### src/rtl/s832_misr_pkg.sv
// s832 response MISR: shared widths, polynomial, FSM states
// and bit positions of each s832 primary output in resp.
package s832_misr_pkg;

    localparam int              S832_WIDTH = 19;
    localparam logic [18:0]     S832_POLY  = 19'h64001;
    localparam int              S832_CNT_W = 16;

    typedef enum logic [1:0] {
        IDLE = 2'd0,
        RUN  = 2'd1,
        DONE = 2'd2
    } state_t;

    localparam int G288 = 0;
    localparam int G290 = 1;
    localparam int G292 = 2;
    localparam int G296 = 3;
    localparam int G298 = 4;
    localparam int G300 = 5;
    localparam int G302 = 6;
    localparam int G310 = 7;
    localparam int G312 = 8;
    localparam int G315 = 9;
    localparam int G322 = 10;
    localparam int G325 = 11;
    localparam int G327 = 12;
    localparam int G43  = 13;
    localparam int G45  = 14;
    localparam int G47  = 15;
    localparam int G49  = 16;
    localparam int G53  = 17;
    localparam int G55  = 18;

endpackage

### src/rtl/s832_misr_core.sv
// Signature register: load seed, fold one response per step,
// otherwise hold. Also exposes the post-step value for compares.
module s832_misr_core #(
    parameter int               WIDTH = 19,
    parameter logic [WIDTH-1:0] POLY  = 19'h64001
) (
    input  logic             clk_i,
    input  logic             rst_i,
    input  logic             load_i,
    input  logic             step_i,
    input  logic [WIDTH-1:0] seed_i,
    input  logic [WIDTH-1:0] resp_i,
    output logic [WIDTH-1:0] sig_o,
    output logic [WIDTH-1:0] sig_nxt_o
);

    logic [WIDTH-1:0] sig_q;
    logic [WIDTH-1:0] sig_d;
    logic [WIDTH-1:0] step_val;

    // shift-left with feedback on the outgoing MSB, then fold resp
    always_comb begin
        step_val = {sig_q[WIDTH-2:0], 1'b0}
                 ^ (sig_q[WIDTH-1] ? POLY : '0)
                 ^ resp_i;
        sig_d = sig_q;
        if (load_i) begin
            sig_d = seed_i;
        end else if (step_i) begin
            sig_d = step_val;
        end
    end

    // signature state, cleared by synchronous reset
    always_ff @(posedge clk_i) begin
        if (rst_i) begin
            sig_q <= '0;
        end else begin
            sig_q <= sig_d;
        end
    end

    assign sig_o     = sig_q;
    assign sig_nxt_o = step_val;

endmodule

### src/rtl/s832_resp_misr.sv
// s832 response compactor: run-window FSM, cycle counter, golden
// compare. Define S832_MISR_MASK_EN to add the X-mask input.
module s832_resp_misr #(
    parameter int               WIDTH = s832_misr_pkg::S832_WIDTH,
    parameter logic [WIDTH-1:0] POLY  = s832_misr_pkg::S832_POLY,
    parameter int               CNT_W = s832_misr_pkg::S832_CNT_W
) (
    input  logic             CK,
    input  logic             RST,
    input  logic             start,
    input  logic [WIDTH-1:0] seed,
    input  logic [CNT_W-1:0] num_cycles,
    input  logic             resp_valid,
    input  logic [WIDTH-1:0] resp,
    input  logic [WIDTH-1:0] golden,
`ifdef S832_MISR_MASK_EN
    input  logic [WIDTH-1:0] mask,
`endif
    output logic             busy,
    output logic             done,
    output logic             pass,
    output logic [WIDTH-1:0] signature,
    output logic [CNT_W-1:0] cycle_count
);

    import s832_misr_pkg::*;

    state_t           state_q;
    logic [CNT_W-1:0] cnt_q;
    logic [CNT_W-1:0] num_q;
    logic             busy_q;
    logic             done_q;
    logic             pass_q;
    logic [WIDTH-1:0] resp_eff;
    logic [WIDTH-1:0] sig_nxt;
    logic             accept;
    logic             step;
    logic             last;

    assign accept = start && (state_q != RUN);
    assign step   = resp_valid && (state_q == RUN);
    assign last   = (cnt_q == num_q - CNT_W'(1));

`ifdef S832_MISR_MASK_EN
    logic [WIDTH-1:0] mask_q;

    // mask is captured with each accepted start
    always_ff @(posedge CK) begin
        if (RST) begin
            mask_q <= '0;
        end else if (accept) begin
            mask_q <= mask;
        end
    end

    assign resp_eff = resp & ~mask_q;
`else
    assign resp_eff = resp;
`endif

    s832_misr_core #(
        .WIDTH (WIDTH),
        .POLY  (POLY)
    ) u_core (
        .clk_i     (CK),
        .rst_i     (RST),
        .load_i    (accept),
        .step_i    (step),
        .seed_i    (seed),
        .resp_i    (resp_eff),
        .sig_o     (signature),
        .sig_nxt_o (sig_nxt)
    );

    // control FSM with counter and registered status outputs
    always_ff @(posedge CK) begin
        if (RST) begin
            state_q <= IDLE;
            cnt_q   <= '0;
            num_q   <= '0;
            busy_q  <= 1'b0;
            done_q  <= 1'b0;
            pass_q  <= 1'b0;
        end else begin
            unique case (state_q)
                IDLE, DONE: begin
                    if (start) begin
                        cnt_q  <= '0;
                        num_q  <= num_cycles;
                        if (num_cycles == '0) begin
                            state_q <= DONE;
                            busy_q  <= 1'b0;
                            done_q  <= 1'b1;
                            pass_q  <= (seed == golden);
                        end else begin
                            state_q <= RUN;
                            busy_q  <= 1'b1;
                            done_q  <= 1'b0;
                            pass_q  <= 1'b0;
                        end
                    end
                end
                RUN: begin
                    if (resp_valid) begin
                        cnt_q <= cnt_q + CNT_W'(1);
                        if (last) begin
                            state_q <= DONE;
                            busy_q  <= 1'b0;
                            done_q  <= 1'b1;
                            pass_q  <= (sig_nxt == golden);
                        end
                    end
                end
                default: begin
                    state_q <= IDLE;
                    busy_q  <= 1'b0;
                    done_q  <= 1'b0;
                    pass_q  <= 1'b0;
                end
            endcase
        end
    end

    assign busy        = busy_q;
    assign done        = done_q;
    assign pass        = pass_q;
    assign cycle_count = cnt_q;

endmodule

### config.mk
export PLATFORM = sky130hd
export DESIGN_NAME = s832_resp_misr
export DESIGN_NICKNAME = d
export VERILOG_FILES = /design/src/rtl/s832_misr_pkg.sv /design/src/rtl/s832_misr_core.sv /design/src/rtl/s832_resp_misr.sv
export SDC_FILE = /design/constraint.sdc
export NUM_CORES = 1
export LEC_CHECK = 0
export ABC_AREA = 1
export BUFFER_PORTS_ARGS = -buffer_cell sky130_fd_sc_hd__buf_2
export CELL_PAD_IN_SITES_DETAIL_PLACEMENT = 1
export CELL_PAD_IN_SITES_GLOBAL_PLACEMENT = 1
export CORE_MARGIN = 4
export CORE_UTILIZATION = 39
export CTS_CLUSTER_DIAMETER = 40
export DETAILED_ROUTE_END_ITERATION = 16
export GPL_TIMING_DRIVEN = 0
export PLACE_DENSITY = 0.84
export SLEW_MARGIN = 10
export SYNTH_ARGS = -nofsm -noshare
export SYNTH_HDL_FRONTEND = slang
export SYNTH_HIERARCHICAL = 1
export SYNTH_SLANG_ARGS = --single-unit
export TNS_END_PERCENT = 5
### constraint.sdc
create_clock -name CK -period 5.7 [get_ports CK]
set_clock_uncertainty 0.2 [all_clocks]
set_input_delay 0.285 -clock CK [delete_from_list [all_inputs] [get_ports CK]]
set_output_delay 0.285 -clock CK [all_outputs]
set_load 0.03 [all_outputs]
==> impl_results.md <==
- Outcome: finished, final reports clean
- Drt drc: 0
- Min cycle time layout: 2.35 ns
- Clock slew at the register clock pins of the worst setup and hold paths: 0.11 ns
- Pins over their slew limit: 0
- Min-Delay Endpoint: num_q[9]$_SDFFE_PP0P_
- Routed vias: 4068
- CTS sink count: 54
- Primary FF master, synth: dfxtp_1
- Commonest non-fill, non-tap cell in the layout: nand2_1
- Synth warn: 6
- Core area: 0.00928 mm2
- Initial cell density of the core: 0.401
- Crit path DAT: 2.39 ns
- Seq pwr share: 0.439
- Antenna Cells: 0
- Post-placement cell count: 795
- Worst hold stages: 3
- Worst-path cell chain: inv_2 > nand2_2 > inv_1 > nor2_1 > clkinv_1 > a211oi_1
- R2R Setup Slk: 3.35 ns
- CP max stage delay: 0.48 ns
- Die ar.: 0.0112 mm2
- Startpoint Class: flip-flop
- Worst-Margin Slew: 0.615 ns
- Post-CTS setup buffers: 0
- Area grow syn2layout: 22.1%
- Post-DP Area: 0.00445 mm2
- Worst setup EP type: flip-flop
- Final Hold Fails: 0
- Fraction of layout cells with a size suffix above 1: 0.251
- Hold Crit Class: input pin to flip-flop
- TritonCTS Buffers: 5
- Final setup viols: 0
- CP bufs+invs: 3
- Internal power: 0.605 mW
- Dpl hpwl: 10.6 mm
- Die W: 106 um
- Netlist cell types: 39
- Largest net degree at the start of global routing: 18
- Top cell type by total area after synthesis: dfxtp_1
- Vias in the first global route: 4439
- NetSw: 0.369 mW
- Overall Power: 0.975 mW
- Top area cells in the synthesized netlist: dfxtp_1 (29%), nand2_1 (14%), xor2_1 (7.1%)
- Number of synthesized flops with an enable pin: 0
- Worst path required time: 5.74 ns
- CTS Hold Buffers Added: 0
- Mapped Area: 0.00372 mm2
- Ys async rst share: 0
- Detailed Route Iter0 Violations: 108
- Max-slew headroom: 0.588
- # port buffers: 114
- GRT Total Usage: 0.227
- Max clock buf depth: 2
- Gr ovfl total: 0
- Clock root buffer: clkbuf_8
- R2R depth: 6
- Avg Inst Size Synth: 6.74 um2
- CP Class: flip-flop to flip-flop
- Routed Antenna Nets: 0
- Register area share after synthesis: 0.291
- Fmax: 425 MHz
- Slowest-stage cell, CP: dfxtp_1
- Row count: 35
- Unrepaired setup endpoints after global routing: no
- Sw Share: 0.379
- Die H: 106 um
- HP Start: num_cycles[9]
- Top cell type's share of synthesized area: 0.291
- CP delay by family, top: buffers and inverters
- Clock power share: 0.233
- # H-tree levels: 2
- # resized after CTS: 0
- Reg2reg start: busy$_SDFFE_PP0P_
- Num ports: 115
- Mapped Cells: 552
- Seq cells post-synth: 54
- Maximum vdd drop: 0.0955 mV
- Most frequent cells in the layout: nand2_1 (134), buf_2 (115), nor2_1 (67)
- Tcrit/Tclk final: 0.413
- Fin cells: 803
- Gpl congestion: 0.877
- CTS tree: done
- Worst Setup Slack, final: 3.35 ns
- Final Instance Area: 0.00454 mm2
- Syn_nets: 631
- First-pass iteration count of the detailed router: 4
- PD cells: 215 mW/mm2
- Initial antenna violation count: 0
- Hold Slack: 0.0145 ns
- Max-cap check violation count: 0
- Pre-CTS setup slack: 3.38 ns
- RR Endpoint: cycle_count[9]$_SDFFE_PP0P_
- First-pass GRT wire length: 20.9 mm
- Core Util, Final: 0.489
- Fill cells: 1304
- TNS Setup: 0 ns
- Leak: 2.14 nW
- Drt total wl: 12.6 mm
- Drt wl/cell: 15.7 um
- Avg Vias per Cell: 5.07
- Combinational share of power: 0.328
- Nets: 752
- Maximum fanout along the worst path: 9
- Skew-Pair Late Insertion Delay: 0.31 ns
==> cell families after synthesis <==
| group | Yosys count | synth area share |
|---|---|---|
| xor gates and xnor gates | 49 | 0.115 |
| DFF | 54 | 0.291 |
| AOI/OAI and AO/OA | 106 | 0.186 |
| buffers and inverters | 77 | 0.0871 |
| and+or+nand+nor | 264 | 0.315 |
| adders and majority gates | 2 | 0.00672 |
==> cell usage after synthesis (3+ instances only) <==
cell and count:
nand2_1 134, nor2_1 67, inv_1 63, dfxtp_1 54
a21oi_1 36, o21ai_0 32, xor2_1 30, nand3_1 21
xnor2_1 19, a21oi_2 10, a22oi_2 10, a22oi_1 9
nor3_1 8, nor2_2 6, nand4_1 5, and2_1 4
clkbuf_1 4, nand3b_1 4, buf_6 3, inv_2 3
nand2_2 3, o22ai_1 3
==> how the worst max path moves through the flow <==
stage / cells after the start / endpoint / start
final: 6 / cycle_count[9]$_SDFFE_PP0P_ / busy$_SDFFE_PP0P_
after global routing: 6 / cycle_count[9]$_SDFFE_PP0P_ / busy$_SDFFE_PP0P_
after CTS: 6 / cycle_count[9]$_SDFFE_PP0P_ / busy$_SDFFE_PP0P_
after detailed placement: 6 / cycle_count[9]$_SDFFE_PP0P_ / busy$_SDFFE_PP0P_
after global placement: 6 / cycle_count[9]$_SDFFE_PP0P_ / busy$_SDFFE_PP0P_
after floorplan: 10 / cycle_count[14]$_SDFFE_PP0P_ / cycle_count[0]$_SDFFE_PP0P_
==> layout make-up <==
| class | count | area [um2] | share of cell area |
|---|---|---|---|
| multi-input combinational | 421 | 2320 | 0.510 |
| sequential | 54 | 1080 | 0.238 |
| timing repair buffer | 114 | 571 | 0.126 |
| inverter | 67 | 251 | 0.0554 |
| tap | 129 | 161 | 0.0355 |
| buffer | 10 | 72.6 | 0.0160 |
| clock buffer | 5 | 68.8 | 0.0151 |
| clock inverter | 3 | 21.3 | 0.00468 |
==> routing by layer <==
layer / track usage / vias up / share of wire
met5: 0 / - / 0
met4: 0.0574 / 0 / 0.019
met3: 0.0386 / 21 / 0.044
met2: 0.418 / 98 / 0.51
met1: 0.273 / 1933 / 0.43
li1: - / 2016 / -
==> power groups by stage <==
| stage | clock (mW) | combinational [mW] | sequential (mW) |
|---|---|---|---|
| 2_1_floorplan | 0 | 0.188 | 0.455 |
| 5_1_grt | 0.246 | 0.355 | 0.432 |
| 3_5_place_dp | 0 | 0.318 | 0.436 |
| 6_report | 0.227 | 0.319 | 0.428 |
| 4_1_cts | 0.233 | 0.320 | 0.428 |
| 3_3_place_gp | 0 | 0.306 | 0.435 |
==> worst register-to-register path, stage by stage (launching register included) <==
cell and delay (ns):
dfxtp_1 0.48, inv_2 0.12, nand2_2 0.13, inv_1 0.09, nor2_1 0.48, clkinv_1 0.47
a211oi_1 0.30
==> registers in the layout, indices dropped and copies added (netlist names) <==
register,count
busy,1
cycle_count,16
num_q,16
pass,1
state_q,1
u_core/sig_o,19
Power figures use the tool's default switching activity.
